<file path="config.mk">
export PLATFORM = sky130hd
export DESIGN_NAME = sram_controller
export DESIGN_NICKNAME = d
export VERILOG_FILES = /design/src/rtl/sram_controller.sv
export SDC_FILE = /design/constraint.sdc
export NUM_CORES = 1
export LEC_CHECK = 0
export ABC_AREA = 1
export ABC_CLOCK_PERIOD_IN_PS = 3200
export CORE_ASPECT_RATIO = 0.6
export CORE_MARGIN = 8
export CORE_UTILIZATION = 35
export CTS_CLUSTER_DIAMETER = 200
export DETAILED_ROUTE_END_ITERATION = 8
export PLACE_DENSITY_LB_ADDON = 0.25
export SETUP_SLACK_MARGIN = 0.02
export SYNTH_ARGS = -nofsm -noshare
export SYNTH_HDL_FRONTEND = slang
export SYNTH_SLANG_ARGS = --single-unit
</file>
<file path="constraint.sdc">
create_clock -name clk -period 3.2 [get_ports clk]
set_input_delay 0.32 -clock clk [delete_from_list [all_inputs] [get_ports clk]]
set_output_delay 0.32 -clock clk [all_outputs]
set_load 0.01 [all_outputs]
</file>
<file path="src/rtl/sram_controller.sv">
// sram_controller: performs one 32-bit CPU word access as two 16-bit accesses
// on an external asynchronous SRAM, low half first, stalling the pipeline via
// freeze and releasing it with a one-cycle ready pulse.
// Optional feature: define SRAM_READ_CACHE_EN to add a one-entry read cache.

module sram_controller #(
  parameter int          WAIT_CYCLES = 3,
  parameter logic [31:0] BASE_ADDR   = 32'd1024
) (
  input  logic        clk,
  input  logic        rst,
  input  logic        mem_read,
  input  logic        mem_write,
  input  logic [31:0] address,
  input  logic [31:0] write_data,
  output logic [31:0] read_data,
  output logic        ready,
  output logic        freeze,
  output logic [17:0] sram_addr,
  output logic [15:0] sram_dq_out,
  input  logic [15:0] sram_dq_in,
  output logic        sram_dq_oe,
  output logic        sram_we_n,
  output logic        sram_oe_n
);

  localparam int            CW   = $clog2(WAIT_CYCLES);
  localparam logic [CW-1:0] LAST = CW'(WAIT_CYCLES - 1);

  typedef enum logic [1:0] {S_IDLE, S_LOW, S_HIGH, S_DONE} state_t;

  state_t        state_q, state_d;
  logic [CW-1:0] cnt_q, cnt_d;
  logic          op_wr_q, op_wr_d;
  logic [16:0]   off_q, off_d;
  logic [31:0]   wdata_q, wdata_d;
  logic [15:0]   rd_lo_q, rd_lo_d;
  logic [31:0]   read_data_q, read_data_d;
  logic          ready_q, ready_d;
  logic [17:0]   sram_addr_q, sram_addr_d;
  logic [15:0]   sram_dq_out_q, sram_dq_out_d;
  logic          sram_dq_oe_q, sram_dq_oe_d;
  logic          sram_we_n_q, sram_we_n_d;
  logic          sram_oe_n_q, sram_oe_n_d;

  logic        req;
  logic        last;
  logic        hit;
  logic [31:0] cache_rdata;
  logic [31:0] diff;
  logic [16:0] off_in;
  logic        unused_diff_bits;

  assign req    = mem_read | mem_write;
  assign last   = (cnt_q == LAST);
  // Word offset from the SRAM base; bits above off[16] alias onto the same words.
  assign diff   = address - BASE_ADDR;
  assign off_in = diff[18:2];
  assign unused_diff_bits = ^{diff[31:19], diff[1:0]};

`ifdef SRAM_READ_CACHE_EN
  logic        cache_valid_q;
  logic [29:0] cache_tag_q;
  logic [31:0] cache_data_q;
  logic [29:0] tag_q, tag_d;

  assign hit         = mem_read & ~mem_write & cache_valid_q & (cache_tag_q == address[31:2]);
  assign cache_rdata = cache_data_q;

  // Remember the full word tag of the access in flight.
  always_comb begin
    tag_d = tag_q;
    if (state_q == S_IDLE && req) tag_d = address[31:2];
  end

  // Fill on every completed read; keep cached data coherent with completed writes.
  always_ff @(posedge clk or negedge rst) begin
    if (!rst) begin
      cache_valid_q <= 1'b0;
      cache_tag_q   <= '0;
      cache_data_q  <= '0;
      tag_q         <= '0;
    end else begin
      tag_q <= tag_d;
      if (state_q == S_DONE) begin
        if (!op_wr_q) begin
          cache_valid_q <= 1'b1;
          cache_tag_q   <= tag_q;
          cache_data_q  <= read_data_q;
        end else if (cache_valid_q && cache_tag_q == tag_q) begin
          cache_data_q  <= wdata_q;
        end
      end
    end
  end
`else
  assign hit         = 1'b0;
  assign cache_rdata = 32'h0;
`endif

  // Next-state logic: sequence IDLE -> LOW -> HIGH -> DONE, each half WAIT_CYCLES long.
  always_comb begin
    state_d = state_q;
    cnt_d   = cnt_q;
    op_wr_d = op_wr_q;
    off_d   = off_q;
    wdata_d = wdata_q;
    case (state_q)
      S_IDLE: begin
        if (req) begin
          op_wr_d = mem_write;
          off_d   = off_in;
          wdata_d = write_data;
          cnt_d   = '0;
          state_d = hit ? S_DONE : S_LOW;
        end
      end
      S_LOW: begin
        if (last) begin
          state_d = S_HIGH;
          cnt_d   = '0;
        end else begin
          cnt_d = cnt_q + CW'(1);
        end
      end
      S_HIGH: begin
        if (last) begin
          state_d = S_DONE;
          cnt_d   = '0;
        end else begin
          cnt_d = cnt_q + CW'(1);
        end
      end
      default: state_d = S_IDLE;
    endcase
  end

  // Registered SRAM strobes derived from where the FSM will be next cycle;
  // WE rises on the last cycle of a write half so the address moves with WE high.
  always_comb begin
    sram_addr_d   = sram_addr_q;
    sram_dq_out_d = sram_dq_out_q;
    sram_dq_oe_d  = 1'b0;
    sram_we_n_d   = 1'b1;
    sram_oe_n_d   = 1'b1;
    ready_d       = (state_d == S_DONE);
    if (state_d == S_LOW || state_d == S_HIGH) begin
      sram_addr_d = {off_d, state_d == S_HIGH};
      if (op_wr_d) begin
        sram_dq_oe_d  = 1'b1;
        sram_dq_out_d = (state_d == S_HIGH) ? wdata_d[31:16] : wdata_d[15:0];
        sram_we_n_d   = (cnt_d == LAST);
      end else begin
        sram_oe_n_d = 1'b0;
      end
    end
  end

  // Read capture on the last cycle of each read half; cache hits load directly.
  always_comb begin
    rd_lo_d     = rd_lo_q;
    read_data_d = read_data_q;
    if (state_q == S_LOW && last && !op_wr_q) rd_lo_d = sram_dq_in;
    if (state_q == S_HIGH && last && !op_wr_q) read_data_d = {sram_dq_in, rd_lo_q};
    if (state_q == S_IDLE && req && hit) read_data_d = cache_rdata;
  end

  // State and output registers; reset aborts any access in flight.
  always_ff @(posedge clk or negedge rst) begin
    if (!rst) begin
      state_q       <= S_IDLE;
      cnt_q         <= '0;
      op_wr_q       <= 1'b0;
      off_q         <= '0;
      wdata_q       <= '0;
      rd_lo_q       <= '0;
      read_data_q   <= '0;
      ready_q       <= 1'b0;
      sram_addr_q   <= '0;
      sram_dq_out_q <= '0;
      sram_dq_oe_q  <= 1'b0;
      sram_we_n_q   <= 1'b1;
      sram_oe_n_q   <= 1'b1;
    end else begin
      state_q       <= state_d;
      cnt_q         <= cnt_d;
      op_wr_q       <= op_wr_d;
      off_q         <= off_d;
      wdata_q       <= wdata_d;
      rd_lo_q       <= rd_lo_d;
      read_data_q   <= read_data_d;
      ready_q       <= ready_d;
      sram_addr_q   <= sram_addr_d;
      sram_dq_out_q <= sram_dq_out_d;
      sram_dq_oe_q  <= sram_dq_oe_d;
      sram_we_n_q   <= sram_we_n_d;
      sram_oe_n_q   <= sram_oe_n_d;
    end
  end

  assign read_data   = read_data_q;
  assign ready       = ready_q;
  assign freeze      = req & ~ready_q;
  assign sram_addr   = sram_addr_q;
  assign sram_dq_out = sram_dq_out_q;
  assign sram_dq_oe  = sram_dq_oe_q;
  assign sram_we_n   = sram_we_n_q;
  assign sram_oe_n   = sram_oe_n_q;

endmodule

</file>
## Word level (Yosys, flattened, before mapping)

Cells that the tools add are included.

- Output and inout bits: 71
- Logic and storage cells: 53
- Bits of input ports: 84
- Flip-flop bits (word level): 140

- Reductions and logical operators: 9
- Equality and inequality tests: 7
- Bitwise operators: 3
- Mux-type cells: 19
- Add/sub/neg operators: 2

Operators with widths:

| kind | number |
|---|---|
| 32-bit 2-to-1 mux | 2 |
| 17-bit 2-to-1 mux | 2 |
| 19-bit by 11-bit subtractor with 19-bit output (second input constant) | 1 |
| 16-bit 2-to-1 mux | 1 |
| 2-bit == test (second input constant) | 5 |
| 2-bit 2-to-1 mux | 5 |
| 1-bit 2-to-1 mux | 7 |
| 2-bit case mux with 3 select lines | 1 |
| 2-bit by 1-bit == test with 1-bit output (second input constant) | 2 |
| 1-bit logical AND | 4 |
| 2-bit case mux with 2 select lines | 1 |
| 2-bit by 1-bit adder with 2-bit output (second input constant) | 1 |
| 2-bit logical NOT | 1 |
| 2-bit AND reduction | 1 |
| 2-bit OR reduction | 1 |
| 1-bit bitwise AND | 1 |
| 1-bit logical NOT | 1 |
| 1-bit logical OR | 1 |
| 1-bit inverter | 1 |
| 1-bit OR | 1 |

## Longest topological paths before layout

- Depth after elaboration: 6
- Gate-level depth with buffers: 15
- Gate-level depth less buffers: 13

## Worst setup path before layout

No wires, ideal clock.

- Path kind: flip-flop to flip-flop
- Start: register state_q[0]
- End: register sram_addr_q[7] (netlist: sram_addr[7])
- Arrival time: 2.241 ns
- Data required time: 3.118 ns
- Setup time: 0.082 ns
- Path slack: 0.877 ns
- Cell stages (with the launch flop): 14
- Period minus slack after synthesis: 2.323 ns
- Path buffers: 1
- Path through: dfrtp_1 > inv_1 > ha_1 > nand2_1 > inv_1 > o21ai_0 > nand2_1 > o21ai_0 > inv_1 > ha_1 > inv_1 > clkbuf_1 > nor2_1 > a31oi_1

- Cells in the longest elaborated chain, start to end: 4
- Elaborated cells between the ends (all ways): 11
- Classes of those cells: eq/ne (4); mux (5); reduce/logical (2)

RTL lines:

| item | RTL line | source |
|---|---|---|
| start, declared | 32 | `state_t state_q, state_d;` |
| start signal, assigned | 185 | `state_q <= state_d;` |
| 2-bit == test (tied with other cells) | 108 | `case (state_q)` |
| 2-bit case mux with 3 select lines (*) | 108 |  |
| via state_d[1] | 32 |  |
| 2-bit by 1-bit == test with 1-bit output / 2-bit == test (equally long branches) | 147 | `if (state_d == S_LOW \|\| state_d == S_HIGH) begin` |
| 1-bit logical OR (*) | 147 |  |
| end signal, assigned | 193 | `sram_addr_q <= sram_addr_d;` |
| end, declared | 40 | `logic [17:0] sram_addr_q, sram_addr_d;` |

Mark *: on every way through the listed nets, which the timed path passes. The rest lies on a longest branch.
A chain may end at the register's enable or synchronous reset.

## Worst setup path after layout

- Start: register state_q[0]
- End: register sram_dq_out_q[12] (netlist: sram_dq_out[12])

- Cells in the longest elaborated chain, start to end: 5
- Elaborated cells between the ends (all ways): 14
- Classes of those cells: eq/ne (4); mux (7); reduce/logical (3)

RTL lines:

| item | RTL line | source |
|---|---|---|
| 2-bit == test (tied with other cells) | 108 |  |
| 2-bit case mux with 3 select lines (*) | 108 |  |
| via state_d[1] | 32 |  |
| 2-bit by 1-bit == test with 1-bit output / 2-bit == test (equally long branches) | 147, 151 |  |
| 1-bit logical OR | 147 |  |
| 2-bit AND reduction (no source line) | - |  |
| end signal, assigned | 194 | `sram_dq_out_q <= sram_dq_out_d;` |
| end, declared | 41 | `logic [15:0] sram_dq_out_q, sram_dq_out_d;` |

Marked as above.

==> results.ini <==
[cts]
clock_path_buffers=2
clk_latency_ns=0.41
cts_tree=done
ctsRootBufferMaster=clkbuf_16
cts_setup_buffers=0
cts_resized=0
postCtsHoldBufs=1
cts_made_buffers=17
path_clk_slew_ns=0.06
cts_sinks=140
htreeDepth=4

[timing]
finalHoldViolCount=0
slew_headroom_pct=47.84
tightest_slew_ns=0.7824
finalCritPeriodShare_pct=83.74
fin_crit_ns=2.680
clock.fmax_ghz=0.3732
finClkSkew_ns=0.01248
setup_viol=0
rsz0062_at_grt=no
tns_ns=0
finalMaxSlewViolations=0

[floorplanning]
die-area_mm2=0.02121
fp.dieH_um=116.1
placementRows=36
die_w_um=182.8
core_area_mm2=0.01626
start_util_pct=35.91
ioPinCount=155

[synthesis]
syn_nets=724
synthCells=633
synth_edf_count=0
ys_ff_latch=140
netlist_area_mm2=0.005839
synth.avg_cell_area_um2=9.225
yosysWarnings=0
synth_cell_type_count=28
synth-seq-area-share_pct=60.04
async_flop_share_pct=100.0
synth_flop_cell=dfrtp_1

[pwr]
peakVddDrop_uv=418.0
power.share.clock_pct=23.8
intPower_mw=5.584
power_density_mw_per_mm2=1097
pwr-share-seq_pct=34.3
pwr-share-comb_pct=41.9
p_sw_share_pct=37.07
p_switching_mw=3.290
p_leak_nw=4.055

[setup_path]
cp-start-kind=flip-flop
r2r_start=state_q[0]
r2r_setup_slack_ns=0.52
path_common_cell=nand2_1
critical_path.endpoint_type=flip-flop
cp_cell_sequence=inv_1, ha_1, nand2_1, inv_1, o21ai_0, nand2_1, o21ai_0, inv_1, ha_1, nor2_8, inv_6, nand2_1, nand2_1
r2r-end=sram_dq_out[12]
reg2reg_depth=13
cp_max_fo=18
crit_required_ns=3.50
worst_path_max_delay_cell=dfrtp_1
cp_slowest_stage_delay_ns=0.42
worstSetupPathType=flip-flop to flip-flop
crit_arrival_ns=2.98

[route]
post_drt_via_cell_ratio=4.608
drt_iter0_drc=290
first_pass_iters=4
drt_wl_total_mm=15.35
wire_per_inst_um=15.09
antenna_left=0
vias=4686
drc=0

[hold_path]
min_to=wdata_q[10]
min_path_type=input port to flip-flop
whs_path_depth=3
hold_start=write_data[10]

[layout]
final_cell_mix=nand2_1 (240), dfrtp_1 (138), clkdlybuf4s50_1 (138), nand3_1 (62), inv_1 (48)
drive_above_1_share_pct=8.756
final_common_cell=nand2_1
synthToLayoutAreaGrowth_pct=38.48
nNetsFinal=866
final_util_pct=49.73

[global_routing]
grt_usage_pct=15.20
grt_max_degree=75
antenna_found_initial=0
grt_pass1_wl_mm=25.70
grt-ovfl-total=0
first_global_vias=5022

[placement]
gp_congestion=0.8080
port_buffers=139
place_hpwl_mm=10.77

[outcome]
status=complete, no violations

[job]
drv_cap=0

[worst max-delay path, delay by kind of cell, from the launching register on]
family,cells,cell delay [ns]
simple gates,5,0.72
fa+ha+maj,2,0.66
flops,1,0.42
compound gates,2,0.41
buf+inv,4,0.38
[power groups by stage]
stage	clock, mW	sequential (mW)	combinational [mW]
6_report	2.12	3.04	3.72
3_3_place_gp	0	3.03	3.64
2_1_floorplan	0	3.17	2.07
5_1_grt	2.25	3.13	4.19
3_5_place_dp	0	3.07	3.76
4_1_cts	2.17	3.05	3.77
[kinds of logic (layout without fill, tap and decap cells)]
| kind of cell | after synthesis | after routing | synth area share (%) |
|---|---|---|---|
| adders and majority gates | 7 | 7 | 1.500 |
| DFF | 140 | 140 | 60.04 |
| muxes | 16 | 16 | 3.085 |
| buffers and inverters | 79 | 234 | 6.257 |
| xor gates and xnor gates | 1 | 1 | 0.1500 |
| other | 0 | 1 | 0 |
| AOI/OAI and AO/OA | 57 | 57 | 5.378 |
| and+or+nand+nor | 333 | 333 | 23.59 |
[cells in the mapped netlist (4+ instances only)]
library cell	n	area (um^2)
ha_1	7	87.58
buf_6	4	45.04
dfrtp_1	138	3453
a31oi_1	8	50.05
or2_1	4	25.02
nand2_1	240	900.9
nand3_1	62	310.3
nor2_1	22	82.58
inv_1	48	180.2
buf_2	12	60.06
clkbuf_1	7	26.28
o21ai_0	43	215.2
mux2_2	16	180.2
[through the flow]
stage | std cells | hold slack (ns) | instance area, um^2 | power, mW | setup slack [ns]
finish | 1017 | 0.4696 | 8087 | 8.874 | 0.5203
global placement | 983 | 0.3811 | 7436 | 6.670 | 0.3815
floorplan | 633 | 0.02441 | 5839 | 5.239 | 0.8770
global route | 1016 | 0.4751 | 8084 | 9.579 | 0.2913
CTS | 1016 | 0.4512 | 8084 | 8.989 | 0.5097
detailed placement | 983 | 0.3890 | 7436 | 6.822 | 0.3453
[how the worst max path moves through the flow]
stage          startpoint               to  slack [ns]  cells after the start
2_1_floorplan  state_q[0]     sram_addr[7]        0.88                     13
5_1_grt        state_q[0]  sram_dq_out[13]        0.29                     13
3_3_place_gp    mem_write   sram_dq_out[6]        0.38                     13
6_report       state_q[0]  sram_dq_out[12]        0.52                     13
4_1_cts        state_q[0]  sram_dq_out[12]        0.51                     13
3_5_place_dp    mem_write   sram_dq_out[7]        0.35                     13
[state kept, by name (all words and copies together) (netlist names), 2 cells and up]
| name | count |
|---|---|
| off_q | 17 |
| cnt_q | 2 |
| sram_dq_out | 16 |
| rd_lo_q | 16 |
| read_data | 32 |
| wdata_q | 32 |
| state_q | 2 |
| sram_addr | 18 |
[metal layers]
| layer | share of wire, % | GRT usage (%) | vias up |
|---|---|---|---|
| li1 | - | - | 2293 |
| met1 | 48 | 19.79 | 2263 |
| met2 | 45 | 23.24 | 117 |
| met3 | 6.6 | 5.260 | 13 |
| met4 | 0.97 | 5.383 | 0 |
| met5 | 0 | 0 | - |
[final cells by class]
class	instances	area [um^2]
clock inverters	14	209.0
inverters	53	203.9
well taps	228	285.3
flip-flops and latches	140	3506
multi-input cells	414	1968
diodes	1	2.502
repair buffers	149	1483
clock buffers	18	429.2
fillers	1464	8174
No activity file was read; power rests on OpenSTA's default activity.
